### src/rtl/node_injector.sv
// Mesh local-port injector: allocates a VC round-robin, segments a packet into flits under on/off flow control.
// Optional NODE_INJECTOR_STATS_EN adds pkt_count_o / flit_count_o injection counters.
package noc_params;
  localparam int VC_NUM            = 4;
  localparam int VC_SIZE           = $clog2(VC_NUM);
  localparam int DEST_ADDR_SIZE_X  = 2;
  localparam int DEST_ADDR_SIZE_Y  = 2;
  localparam int HEAD_PAYLOAD_SIZE = 12;
  localparam int FLIT_DATA_SIZE    = DEST_ADDR_SIZE_X + DEST_ADDR_SIZE_Y + HEAD_PAYLOAD_SIZE;

  typedef enum logic [1:0] {HEAD, BODY, TAIL, HEADTAIL} flit_label_t;

  typedef struct packed {
    logic [DEST_ADDR_SIZE_X-1:0]  x_dest;
    logic [DEST_ADDR_SIZE_Y-1:0]  y_dest;
    logic [HEAD_PAYLOAD_SIZE-1:0] head_pl;
  } head_data_t;

  typedef struct packed {
    flit_label_t        flit_label;
    logic [VC_SIZE-1:0] vc_id;
    union packed {
      head_data_t                head_data;
      logic [FLIT_DATA_SIZE-1:0] bt_pl;
    } data;
  } flit_t;
endpackage

module node_injector
  import noc_params::*;
#(
  parameter int MAX_PKT_FLITS = 8,
  parameter int LEN_W         = $clog2(MAX_PKT_FLITS + 1)
) (
  input  logic               clk,
  input  logic               rst,
  node_injector_if.slave     nif,
  output flit_t              data_o,
  output logic               is_valid_o,
  input  logic [VC_NUM-1:0]  is_on_off_i,
  input  logic [VC_NUM-1:0]  is_allocatable_i
`ifdef NODE_INJECTOR_STATS_EN
  ,
  output logic [31:0]        pkt_count_o,
  output logic [31:0]        flit_count_o
`endif
);

  typedef enum logic [1:0] {S_IDLE, S_ALLOC, S_SEND} state_t;

  state_t                        r_state;
  logic [VC_SIZE-1:0]            r_rr, r_vc;
  logic [LEN_W-1:0]              r_len, r_cnt;
  logic [DEST_ADDR_SIZE_X-1:0]   r_x;
  logic [DEST_ADDR_SIZE_Y-1:0]   r_y;
  logic [HEAD_PAYLOAD_SIZE-1:0]  r_hpl;

  logic [LEN_W-1:0]   w_len;
  logic               w_found;
  logic [VC_SIZE-1:0] w_cand, w_idx, w_rr_next;
  logic               w_head_fire, w_body_fire, w_tail, w_single;

  always_comb begin
    w_len = nif.pkt_len_i;
    if (nif.pkt_len_i == '0)
      w_len = LEN_W'(1);
    else if (nif.pkt_len_i > LEN_W'(MAX_PKT_FLITS))
      w_len = LEN_W'(MAX_PKT_FLITS);
  end

  // First allocatable VC scanning upward from the round-robin pointer.
  always_comb begin
    w_found = 1'b0;
    w_cand  = '0;
    w_idx   = '0;
    for (int k = 0; k < VC_NUM; k++) begin
      w_idx = VC_SIZE'((int'(r_rr) + k) % VC_NUM);
      if (!w_found && is_allocatable_i[w_idx]) begin
        w_found = 1'b1;
        w_cand  = w_idx;
      end
    end
  end

  assign w_rr_next   = (w_cand == VC_SIZE'(VC_NUM - 1)) ? '0 : w_cand + 1'b1;
  assign w_single    = (r_len == LEN_W'(1));
  assign w_tail      = (r_cnt == r_len - 1'b1);
  assign w_head_fire = (r_state == S_ALLOC) && w_found && is_on_off_i[w_cand];
  assign w_body_fire = (r_state == S_SEND) && nif.pl_valid_i && is_on_off_i[r_vc];

  assign nif.pkt_ready_o = (r_state == S_IDLE);
  assign nif.pl_ready_o  = (r_state == S_SEND) && is_on_off_i[r_vc];

  always_ff @(posedge clk or posedge rst) begin
    if (rst) begin
      r_state    <= S_IDLE;
      r_rr       <= '0;
      r_vc       <= '0;
      r_len      <= '0;
      r_cnt      <= '0;
      r_x        <= '0;
      r_y        <= '0;
      r_hpl      <= '0;
      data_o     <= '0;
      is_valid_o <= 1'b0;
    end else begin
      is_valid_o <= 1'b0;
      case (r_state)
        S_IDLE: if (nif.pkt_valid_i) begin
          r_x     <= nif.pkt_dest_x_i;
          r_y     <= nif.pkt_dest_y_i;
          r_hpl   <= nif.pkt_head_pl_i;
          r_len   <= w_len;
          r_state <= S_ALLOC;
        end
        S_ALLOC: if (w_head_fire) begin
          data_o.flit_label             <= w_single ? HEADTAIL : HEAD;
          data_o.vc_id                  <= w_cand;
          data_o.data.head_data.x_dest  <= r_x;
          data_o.data.head_data.y_dest  <= r_y;
          data_o.data.head_data.head_pl <= r_hpl;
          is_valid_o <= 1'b1;
          r_vc       <= w_cand;
          r_rr       <= w_rr_next;
          r_cnt      <= LEN_W'(1);
          r_state    <= w_single ? S_IDLE : S_SEND;
        end
        S_SEND: if (w_body_fire) begin
          data_o.flit_label <= w_tail ? TAIL : BODY;
          data_o.vc_id      <= r_vc;
          data_o.data.bt_pl <= nif.pl_data_i;
          is_valid_o <= 1'b1;
          r_cnt      <= r_cnt + 1'b1;
          if (w_tail) r_state <= S_IDLE;
        end
        default: r_state <= S_IDLE;
      endcase
    end
  end

`ifdef NODE_INJECTOR_STATS_EN
  always_ff @(posedge clk or posedge rst) begin
    if (rst) begin
      pkt_count_o  <= '0;
      flit_count_o <= '0;
    end else begin
      if (w_head_fire || w_body_fire)
        flit_count_o <= flit_count_o + 32'd1;
      if ((w_head_fire && w_single) || (w_body_fire && w_tail))
        pkt_count_o <= pkt_count_o + 32'd1;
    end
  end
`endif

endmodule

### src/rtl/node_injector_if.sv
// Node-side handshake bundle for node_injector: packet descriptor stream plus body/tail payload stream.
interface node_injector_if #(
  parameter int X_W   = 2,
  parameter int Y_W   = 2,
  parameter int HPL_W = 12,
  parameter int BT_W  = 16,
  parameter int LEN_W = 4
);
  logic             pkt_valid_i;
  logic             pkt_ready_o;
  logic [X_W-1:0]   pkt_dest_x_i;
  logic [Y_W-1:0]   pkt_dest_y_i;
  logic [HPL_W-1:0] pkt_head_pl_i;
  logic [LEN_W-1:0] pkt_len_i;
  logic             pl_valid_i;
  logic             pl_ready_o;
  logic [BT_W-1:0]  pl_data_i;

  modport master (
    output pkt_valid_i, pkt_dest_x_i, pkt_dest_y_i, pkt_head_pl_i, pkt_len_i,
    output pl_valid_i, pl_data_i,
    input  pkt_ready_o, pl_ready_o
  );

  modport slave (
    input  pkt_valid_i, pkt_dest_x_i, pkt_dest_y_i, pkt_head_pl_i, pkt_len_i,
    input  pl_valid_i, pl_data_i,
    output pkt_ready_o, pl_ready_o
  );
endinterface

### src/flat_wrapper.sv
// flat-port wrapper written by rule: the top's interface ports become plain ports
module node_injector_flat import noc_params::*;
#(
  parameter int MAX_PKT_FLITS = 8,
  parameter int LEN_W         = $clog2(MAX_PKT_FLITS + 1)
)
  (clk, rst, data_o, is_valid_o, is_on_off_i, is_allocatable_i, nif_pkt_valid_i, nif_pkt_dest_x_i, nif_pkt_dest_y_i, nif_pkt_head_pl_i, nif_pkt_len_i, nif_pl_valid_i, nif_pl_data_i, nif_pkt_ready_o, nif_pl_ready_o);
  node_injector_if #(.X_W(DEST_ADDR_SIZE_X), .Y_W(DEST_ADDR_SIZE_Y), .HPL_W(HEAD_PAYLOAD_SIZE), .BT_W(FLIT_DATA_SIZE), .LEN_W(LEN_W)) nif_i ();
  input  logic clk;
  input  logic rst;
  output flit_t data_o;
  output logic is_valid_o;
  input  logic [VC_NUM-1:0] is_on_off_i;
  input  logic [VC_NUM-1:0] is_allocatable_i;
  input wire logic [$bits(nif_i.pkt_valid_i)-1:0] nif_pkt_valid_i;
  input wire logic [$bits(nif_i.pkt_dest_x_i)-1:0] nif_pkt_dest_x_i;
  input wire logic [$bits(nif_i.pkt_dest_y_i)-1:0] nif_pkt_dest_y_i;
  input wire logic [$bits(nif_i.pkt_head_pl_i)-1:0] nif_pkt_head_pl_i;
  input wire logic [$bits(nif_i.pkt_len_i)-1:0] nif_pkt_len_i;
  input wire logic [$bits(nif_i.pl_valid_i)-1:0] nif_pl_valid_i;
  input wire logic [$bits(nif_i.pl_data_i)-1:0] nif_pl_data_i;
  output wire logic [$bits(nif_i.pkt_ready_o)-1:0] nif_pkt_ready_o;
  output wire logic [$bits(nif_i.pl_ready_o)-1:0] nif_pl_ready_o;
  assign nif_i.pkt_valid_i = nif_pkt_valid_i;
  assign nif_i.pkt_dest_x_i = nif_pkt_dest_x_i;
  assign nif_i.pkt_dest_y_i = nif_pkt_dest_y_i;
  assign nif_i.pkt_head_pl_i = nif_pkt_head_pl_i;
  assign nif_i.pkt_len_i = nif_pkt_len_i;
  assign nif_i.pl_valid_i = nif_pl_valid_i;
  assign nif_i.pl_data_i = nif_pl_data_i;
  assign nif_pkt_ready_o = nif_i.pkt_ready_o;
  assign nif_pl_ready_o = nif_i.pl_ready_o;
  node_injector #(.MAX_PKT_FLITS(MAX_PKT_FLITS), .LEN_W(LEN_W)) u_core (.clk(clk), .rst(rst), .nif(nif_i), .data_o(data_o), .is_valid_o(is_valid_o), .is_on_off_i(is_on_off_i), .is_allocatable_i(is_allocatable_i));
endmodule
### config.mk
export PLATFORM = sky130hd
export DESIGN_NAME = node_injector_flat
export DESIGN_NICKNAME = d
export VERILOG_FILES = /design/src/rtl/node_injector.sv /design/src/rtl/node_injector_if.sv /design/src/flat_wrapper.sv
export SDC_FILE = /design/constraint.sdc
export NUM_CORES = 1
export LEC_CHECK = 0
export BUFFER_PORTS_ARGS = -buffer_cell sky130_fd_sc_hd__buf_4
export CORE_MARGIN = 5
export CORE_UTILIZATION = 53
export CTS_CLUSTER_DIAMETER = 100
export CTS_CLUSTER_SIZE = 25
export DETAILED_ROUTE_END_ITERATION = 12
export PLACE_DENSITY_LB_ADDON = 0.08
export SETUP_SLACK_MARGIN = 0.15
export SLEW_MARGIN = 30
export SYNTH_ARGS = -nofsm -noshare
export SYNTH_HDL_FRONTEND = slang
export SYNTH_SLANG_ARGS = --single-unit
### constraint.sdc
create_clock -name clk -period 2.4 [get_ports clk]
set_input_delay 0.12 -clock clk [delete_from_list [all_inputs] [get_ports clk]]
set_output_delay 0.12 -clock clk [all_outputs]
set_load 0.005 [all_outputs]
==> results of run 1 <==
-- worst max-delay path by stage --
| stage | endpoint | slack, ns | cells after the start |
|---|---|---|---|
| 2_1_floorplan | u_core.data_o[10]$_DFFE_PP0P_ | 0.22 | 8 |
| 3_3_place_gp | u_core.data_o[19]$_DFFE_PP0P_ | 0.22 | 7 |
| 3_5_place_dp | u_core.data_o[19]$_DFFE_PP0P_ | 0.16 | 7 |
| 4_1_cts | u_core.r_state[1]$_DFFE_PP0P_ | 0.17 | 7 |
| 5_1_grt | u_core.data_o[17]$_DFFE_PP0P_ | 0.1 | 7 |
| 6_report | u_core.data_o[17]$_DFFE_PP0P_ | 0.23 | 7 |
-- worst max-delay path: stages, from the launching register on --
cell and delay [ns]:
dfrtp_1 0.43, and3b_2 0.25, a31oi_4 0.18, nand3_2 0.11, a211o_1 0.31, a31oi_4 0.25, buf_12 0.21, mux2_4 0.31
-- timing repair --
action | in CTS | in global routing
gates cloned | 0 | 0
setup buffers | 0 | 2
endpoints found under the setup margin | 2 | 24
hold buffers | 1 | 0
endpoints found under the hold margin | 51 | 0
pin swaps | 1 | 1
gates resized for setup | 0 | 10
-- sequential cells by signal, summed over array words and instances (netlist names), 2 cells and up --
register / count
u_core.data_o: 20
u_core.r_vc: 2
u_core.r_y: 2
u_core.r_state: 2
u_core.r_hpl: 12
u_core.r_len: 4
u_core.r_rr: 2
u_core.r_cnt: 4
u_core.r_x: 2
-- metal layers --
metal	vias to the layer above	wire, um
li1	940	-
met1	916	2560
met3	8	372
met4	0	85
met5	-	0
met2	51	2640
-- report_power, final --
| part | internal, uW | leakage (uW) | switching [uW] |
|---|---|---|---|
| registers | 1280 | 0.000617 | 270 |
| logic | 1560 | 0.000975 | 946 |
| clock network | 205 | 0.0000422 | 268 |
| total | 3040 | 0.00163 | 1480 |
-- cells in the final DEF (no fill, tap or decap), types with 3 or more instances in the layout --
master    instances
and2_1            3
o21ai_1           3
o21ai_0           9
dfrtp_1          50
nand2_1          16
ha_1              6
nand3_1           3
nand4_1           3
mux2_2           37
inv_1            10
nor2_1            5
mux2_4           18
a31oi_1           4
buf_4            78
xnor2_1           3
clkbuf_8          5
nand2b_1          3
-- cell type report --
class                      count  area [sq um]  share of cell area [%]
clock buffer                   7          76.3                    2.18
inverter                      11          41.3                    1.18
sequential                    51          1280                    36.5
multi-input combinational    148          1370                    39.0
tap                           70          87.6                    2.50
clock inverter                 1          5.00                   0.143
timing repair buffer          82           647                    18.5
-- kinds of logic after synthesis --
logic type      after synthesis  synth area share [%]
mux                          57                  26.0
flops                        51                  46.1
simple gates                 44                  8.01
compound gates               36                  9.54
buf+inv                      21                  5.47
fa+ha+maj                     6                  2.71
xor+xnor                      5                  2.13
-- per-stage QoR --
step	std cells	worst slack [ns]	utilization, %	cell area [sq um]
floorplan	220	0.223	-	2770
global placement	359	0.224	66.2	3360
detailed placement	359	0.161	66.2	3360
CTS	368	0.170	68.0	3450
global route	370	0.0988	69.0	3500
finish	370	0.232	69.0	3500
-- synth_stat cells (2+ instances only) --
master    number
nand2_1       16
dfrtp_1       51
nand2b_1       4
inv_1         11
o22ai_1        2
nand4_1        3
and2_1         3
nor3_1         2
mux2_2        37
and3_1         2
o21ai_0       11
a211o_1        2
clkbuf_1       4
buf_12         2
a31oi_1        4
a31o_2         2
ha_1           6
nand3_1        4
xnor2_1        3
nor2_1         5
mux2_4        18
o31ai_1        2
==> results.cfg, run 1 <==
[run_status]
status = completed

[setup_path]
startpoint_type = flip-flop
cp.arrival_ns = 2.35
rrSetupSlack_ns = 0.23
r2r_start = u_core.r_rr[1]$_DFFE_PP0P_
path_class = reg -> reg
path_max_fanout = 15
ff2ff_path_depth = 7
crit-reg2reg-capture = u_core.data_o[17]$_DFFE_PP0P_
end_kind = flip-flop
crit_required_ns = 2.58
cp-startpoint = u_core.r_rr[1]$_DFFE_PP0P_

[sta]
worst_hold_slack_ns = 0.00677
fin_tns_setup_ns = 0
finalHoldViolations = 0
fmax_mhz = 461
max_slew_margin_pct = 73.5
setup-violations-final = 0
fin_skew_ns = 0.00366
fin_crit_ns = 2.17
finalCritPeriodShare_pct = 90.3
drv_slew = 0
tightest_slew_ns = 0.394
rsz0062_at_grt = yes

[global_route]
grt_pass1_wl_um = 9350
grt_usage_pct = 18.2
antenna_found_initial = 0
grt_max_degree = 52
grt.overflow.total = 0
use_met1_pct = 24.7
met3_usage_pct = 5.10
first_global_vias = 1948
use_met2_pct = 27.9
busiest_layer = met2

[synthesis]
yosys.area.top_type = dfrtp_1
syn_inst = 220
ys_ff_latch = 51
synth_top_cell_area_share_pct = 46.1
synth_nets = 274
synth_edf_count = 0
synth_area_per_cell_sq_um = 12.6
async_flop_share_pct = 100
ys_types = 48
ys_seq_area_share_pct = 46.1
yosys-top-cells-area = dfrtp_1 46%, mux2_2 15%, mux2_4 9.8%
synth_area_sq_um = 2770
yosysWarnings = 0
synthFlopType = dfrtp_1

[cts]
cts_buffer_depth = 2
cts.sinks = 51
tritoncts = yes
path_clk_slew_ns = 0.09
htreeDepth = 2
cts-root-buf = clkbuf_8
worstSkewPairLatency_ns = 0.30
cts_inserted_buffers = 5

[power_and_ir_drop]
powerDensity_nw_per_um2 = 1290
irDropWorstVdd_uv = 663
p_leak_uw = 0.00163
p_total_uw = 4530

[die]
num_rows = 26
ioPinCount = 71
die_h_um = 82.2
start_util_pct = 54.5
die_w_um = 82.2
core_sq_um = 5070
die_area_sq_um = 6760

[detailed_routing]
avgRoutedWirePerCell_um = 15.3
drt-initial-drc-count = 85
ant_nets = 0
avgViaCountPerCell = 5.18
first_pass_iters = 4
route.vias.total = 1915
remaining_drc_errors = 0
totalWireLength_um = 5660

[cells_and_area]
area_delta_synth_final_pct = 26.5
layout-drive-gt1-share_pct = 52.7
nNetsFinal = 353
diodes = 0
fillerInstances = 399

[hold_path]
holdPathStages = 2
worst_hold_path.endpoint = u_core.r_len[0]$_DFFE_PP0P_
min-delay-start = nif_pkt_len_i[3]
hold_class = in -> reg

[flow_run]
drv_cap = 0

[placement]
port-buffer-count = 70
gp_congestion = 0.807
dp_hpwl_um = 4100
No activity file was read; power rests on OpenSTA's default activity.
==> run 2: changes to the inputs <==
- BUFFER_PORTS_ARGS: -buffer_cell sky130_fd_sc_hd__buf_4 -> -buffer_cell sky130_fd_sc_hd__buf_2
- GPL_TIMING_DRIVEN: not set -> 0
==> results.cfg, run 2 (synthesized netlist as in run 1, its figures left out) <==
[run_status]
status = completed

[setup_path]
cp_slowest_cell = dfrtp_1
crit_required_ns = 2.59
crit_path_max_incr_delay_ns = 0.43
cpMostUsedCell = a31oi_4
ff2ff_path_depth = 9
startpoint_type = flip-flop
path_class = reg -> reg
r2r_start = u_core.r_rr[1]$_DFFE_PP0P_
crit_family = compound AO/OA/AOI/OAI gates
rrSetupSlack_ns = 0.10
end_kind = flip-flop
crit-reg2reg-capture = u_core.data_o[14]$_DFFE_PP0P_
crit_chain = and3b_2 -> a31oi_4 -> nand3_2 -> a211o_1 -> buf_6 -> a31oi_4 -> buf_12 -> clkbuf_16 -> mux2_4
cp.arrival_ns = 2.49
cp_num_buf_inv = 3
path_max_fanout = 6

[power_and_ir_drop]
p_total_uw = 5010
pwr-share-comb_pct = 58.6
clkPwrFrac_pct = 10.8
powerDensity_nw_per_um2 = 1400
p_leak_uw = 0.00170
power.internal_uw = 3390
swShare_pct = 32.4
p_sw_uw = 1620
irDropWorstVdd_uv = 789
pwr-share-seq_pct = 30.6

[detailed_routing]
avgViaCountPerCell = 5.28
ant_nets = 0
avgRoutedWirePerCell_um = 16.4
totalWireLength_um = 6310
drt-initial-drc-count = 117
first_pass_iters = 4
route.vias.total = 2037
remaining_drc_errors = 0

[cts]
cts_inserted_buffers = 5
cts.sinks = 51
path_clk_slew_ns = 0.09
cts_buffer_depth = 2
worstSkewPairLatency_ns = 0.30
tritoncts = yes
htreeDepth = 2
cts-root-buf = clkbuf_8

[cells_and_area]
final_cell_mix = 70 x buf_2, 50 x dfrtp_1, 36 x mux2_2
largest_reg_flops = 20
design_area_sq_um = 3570
layout-drive-gt1-share_pct = 55.1
area_delta_synth_final_pct = 29.1
largest-register = u_core.data_o
layout_commonest_cell = buf_2
final_util_pct = 70.4
instances_no_fill = 386
diodes = 0
largestRegisters = u_core.data_o: 20 flops, u_core.r_hpl: 12 flops
nNetsFinal = 369

[placement]
gp_congestion = 0.773
dp_hpwl_um = 4310
dp_cells = 361
placed_area_sq_um = 3230
port-buffer-count = 70

[sta]
rsz0062_at_grt = yes
tightest_slew_ns = 0.582
setup-violations-final = 0
max_slew_margin_pct = 61.2
fin_skew_ns = 0.00376
fin_crit_ns = 2.30
fmax_mhz = 435
finalCritPeriodShare_pct = 95.7
finalHoldViolations = 0
drv_slew = 0
fin_tns_setup_ns = 0

[die]
ioPinCount = 71
die_area_sq_um = 6760
start_util_pct = 54.5
num_rows = 26
die_h_um = 82.2
core_sq_um = 5070
die_w_um = 82.2

[hold_path]
hold_class = in -> reg
holdPathStages = 2
min-delay-start = nif_pkt_len_i[3]
worst_hold_path.endpoint = u_core.r_len[0]$_DFFE_PP0P_

[global_route]
use_met1_pct = 24.9
met3_usage_pct = 5.21
first_global_vias = 2176
antenna_found_initial = 0
busiest_layer = met2
grt.overflow.total = 0
grt_pass1_wl_um = 10200
use_met2_pct = 33.4
grt_usage_pct = 19.7
grt_max_degree = 30

[flow_run]
drv_cap = 0
run 2: per-stage QoR:
step	setup WS (ns)	hold slack, ns
6_report	0.102	0.0261
5_1_grt	0.0548	0.0394
4_1_cts	0.123	0.0231
3_5_place_dp	0.00536	0.104
3_3_place_gp	-0.00141	0.352
2_1_floorplan	0.223	0.217
run 2: what timing repair did:
| item | in CTS | in global routing |
|---|---|---|
| gates resized for setup | 7 | 8 |
| pin swaps | 2 | 1 |
| gates cloned | 1 | 1 |
| hold buffers | 1 | 0 |
| endpoints found under the setup margin | 22 | 21 |
| endpoints found under the hold margin | 22 | 0 |
| buffers inserted | 5 | 9 |
run 2: worst max-delay path by stage:
stage,startpoint,endpoint,slack [ns],cells past startpoint
global placement,u_core.r_rr[1]$_DFFE_PP0P_,u_core.data_o[1]$_DFFE_PP0P_,-0.001,8
global route,u_core.r_rr[1]$_DFFE_PP0P_,u_core.data_o[14]$_DFFE_PP0P_,0.05,9
finish,u_core.r_rr[1]$_DFFE_PP0P_,u_core.data_o[14]$_DFFE_PP0P_,0.10,9
floorplan,u_core.r_rr[1]$_DFFE_PP0P_,u_core.data_o[10]$_DFFE_PP0P_,0.22,8
CTS,u_core.r_state[1]$_DFFE_PP0P_,u_core.data_o[16]$_DFFE_PP0P_,0.12,10
detailed placement,u_core.r_rr[1]$_DFFE_PP0P_,u_core.data_o[1]$_DFFE_PP0P_,0.005,8
run 2: cell type report:
type	count	area, sq um
Fill cell	384	1500
Multi-Input combinational cell	148	1390
Sequential cell	51	1280
Timing Repair Buffer	88	556
Buffer	10	115
Clock buffer	8	100
Tap cell	70	87.6
Inverter	11	43.8
run 2: routing by layer:
layer	part of all wire [%]	routed length, um	vias to the layer above
li1	-	-	979
met1	43	2690	994
met2	50	3160	58
met3	6.4	401	6
met4	0.95	60	0
met5	0	0	-
run 2: power groups by stage:
| stage | Clock [uW] | Combinational [uW] | Sequential (uW) |
|---|---|---|---|
| 2_1_floorplan | 0 | 1900 | 1500 |
| 3_3_place_gp | 0 | 2380 | 1530 |
| 3_5_place_dp | 0 | 2440 | 1540 |
| 4_1_cts | 555 | 2730 | 1530 |
| 5_1_grt | 590 | 3170 | 1600 |
| 6_report | 543 | 2940 | 1530 |
==> run 3: changes to the inputs <==
- RECOVER_POWER: not set -> 25
==> results.cfg, run 3 (synthesized netlist as in run 1, its figures left out) <==
[placement]
dp_hpwl_um = 4310
gp_congestion = 0.773
dp_cells = 361
port-buffer-count = 70

[setup_path]
crit_path_max_incr_delay_ns = 0.43
cp_num_buf_inv = 3
cp.arrival_ns = 2.49
rrSetupSlack_ns = 0.10
r2r_start = u_core.r_rr[1]$_DFFE_PP0P_
crit_required_ns = 2.59
crit-reg2reg-capture = u_core.data_o[14]$_DFFE_PP0P_
end_kind = flip-flop
cpMostUsedCell = a31oi_4
cp.depth = 9
path_max_fanout = 6
crit_family = compound AO/OA/AOI/OAI gates
cp_slowest_cell = dfrtp_1
crit_chain = and3b_2 -> a31oi_4 -> nand3_2 -> a211o_1 -> buf_6 -> a31oi_4 -> buf_12 -> clkbuf_16 -> mux2_4
startpoint_type = flip-flop
ff2ff_path_depth = 9
path_class = reg -> reg

[die]
die_area_sq_um = 6760
die_w_um = 82.2
num_rows = 26
start_util_pct = 54.5
die_h_um = 82.2
ioPinCount = 71
core_sq_um = 5070

[power_and_ir_drop]
pwr-share-seq_pct = 30.6
p_leak_uw = 0.00169
powerDensity_nw_per_um2 = 1410
pwr-share-comb_pct = 58.6
clkPwrFrac_pct = 10.8
swShare_pct = 32.4
power.internal_uw = 3380
p_sw_uw = 1620
p_total_uw = 5010
irDropWorstVdd_uv = 788

[global_route]
antenna_found_initial = 0
first_global_vias = 2176
grt_pass1_wl_um = 10200
grt_max_degree = 30
grt_usage_pct = 19.7
grt.overflow.total = 0

[sta]
tightest_slew_ns = 0.998
fin_skew_ns = 0.00377
fmax_mhz = 435
rsz0062_at_grt = yes
drv_slew = 0
max_slew_margin_pct = 33.1
finalCritPeriodShare_pct = 95.8
fin_crit_ns = 2.30
setup-violations-final = 0
finalHoldViolations = 0

[hold_path]
hold_class = in -> reg
worst_hold_path.endpoint = u_core.r_len[0]$_DFFE_PP0P_
holdPathStages = 2
min-delay-start = nif_pkt_len_i[3]

[cells_and_area]
largestRegisters = u_core.data_o: 20 flops, u_core.r_hpl: 12 flops
regArea_sq_um = 1280
largest_reg_flops = 20
layout-drive-gt1-share_pct = 55.1
multi_input_area_sq_um = 1390
layout_commonest_cell = buf_2
instances_no_fill = 386
fillerInstances = 387
largest-register = u_core.data_o
nNetsFinal = 369
diodes = 0
final_cell_mix = 70 x buf_2, 50 x dfrtp_1, 36 x mux2_2
area_delta_synth_final_pct = 28.5

[flow_run]
drv_cap = 0

[run_status]
status = completed

[detailed_routing]
first_pass_iters = 4
route.vias.total = 2034
avgRoutedWirePerCell_um = 16.3
ant_nets = 0
drt-initial-drc-count = 130
totalWireLength_um = 6310
avgViaCountPerCell = 5.27
remaining_drc_errors = 0

[cts]
cts-root-buf = clkbuf_8
cts_inserted_buffers = 5
tritoncts = yes
path_clk_slew_ns = 0.09
htreeDepth = 2
cts.sinks = 51
cts_buffer_depth = 2
worstSkewPairLatency_ns = 0.30
## run 3: metrics by stage
stage	hold WS, ns	setup slack, ns	area, sq um	setup TNS, ns	utilization, %
floorplan	0.217	0.223	2770	0	-
global placement	0.352	-0.00141	3200	-0.00146	63.1
detailed placement	0.104	0.00536	3230	0	63.6
CTS	0.0231	0.123	3450	0	67.9
global route	0.0394	0.0548	3560	0	70.1
finish	0.0260	0.101	3560	0	70.1
## run 3: routing by layer
layer	routed length [um]	vias up	share of wire, %	global-route usage, %
met5	0	-	0	0
met3	401	6	6.4	5.21
met1	2690	993	43	24.9
met2	3160	58	50	33.4
li1	-	977	-	-
met4	60	0	0.95	5.15
## run 3: power groups by stage
stage          combinational [uW]  clock (uW)  sequential (uW)
2_1_floorplan                1900           0             1500
3_3_place_gp                 2380           0             1530
3_5_place_dp                 2440           0             1540
4_1_cts                      2730         555             1530
5_1_grt                      3170         590             1600
6_report                     2930         543             1530
## run 3: worst max path at each step
stage                                     to                           from
3_3_place_gp    u_core.data_o[1]$_DFFE_PP0P_     u_core.r_rr[1]$_DFFE_PP0P_
5_1_grt        u_core.data_o[14]$_DFFE_PP0P_     u_core.r_rr[1]$_DFFE_PP0P_
3_5_place_dp    u_core.data_o[1]$_DFFE_PP0P_     u_core.r_rr[1]$_DFFE_PP0P_
4_1_cts        u_core.data_o[16]$_DFFE_PP0P_  u_core.r_state[1]$_DFFE_PP0P_
2_1_floorplan  u_core.data_o[10]$_DFFE_PP0P_     u_core.r_rr[1]$_DFFE_PP0P_
6_report       u_core.data_o[14]$_DFFE_PP0P_     u_core.r_rr[1]$_DFFE_PP0P_
## run 3: what timing repair did
| action | CTS | global route |
|---|---|---|
| buffers inserted | 5 | 9 |
| cloned | 1 | 1 |
| setup endpoints to repair | 22 | 21 |
| hold buffers | 1 | 0 |
| pin swaps | 2 | 1 |
| resized for setup | 7 | 8 |
| hold endpoints to repair | 22 | 0 |
## run 3: cell type report
type | instances | area share (%)
well taps | 70 | 2.46
flip-flops and latches | 51 | 35.9
clock buffers | 8 | 2.81
inverters | 11 | 1.20
repair buffers | 88 | 15.2
plain buffers | 10 | 3.24
multi-input cells | 148 | 39.2
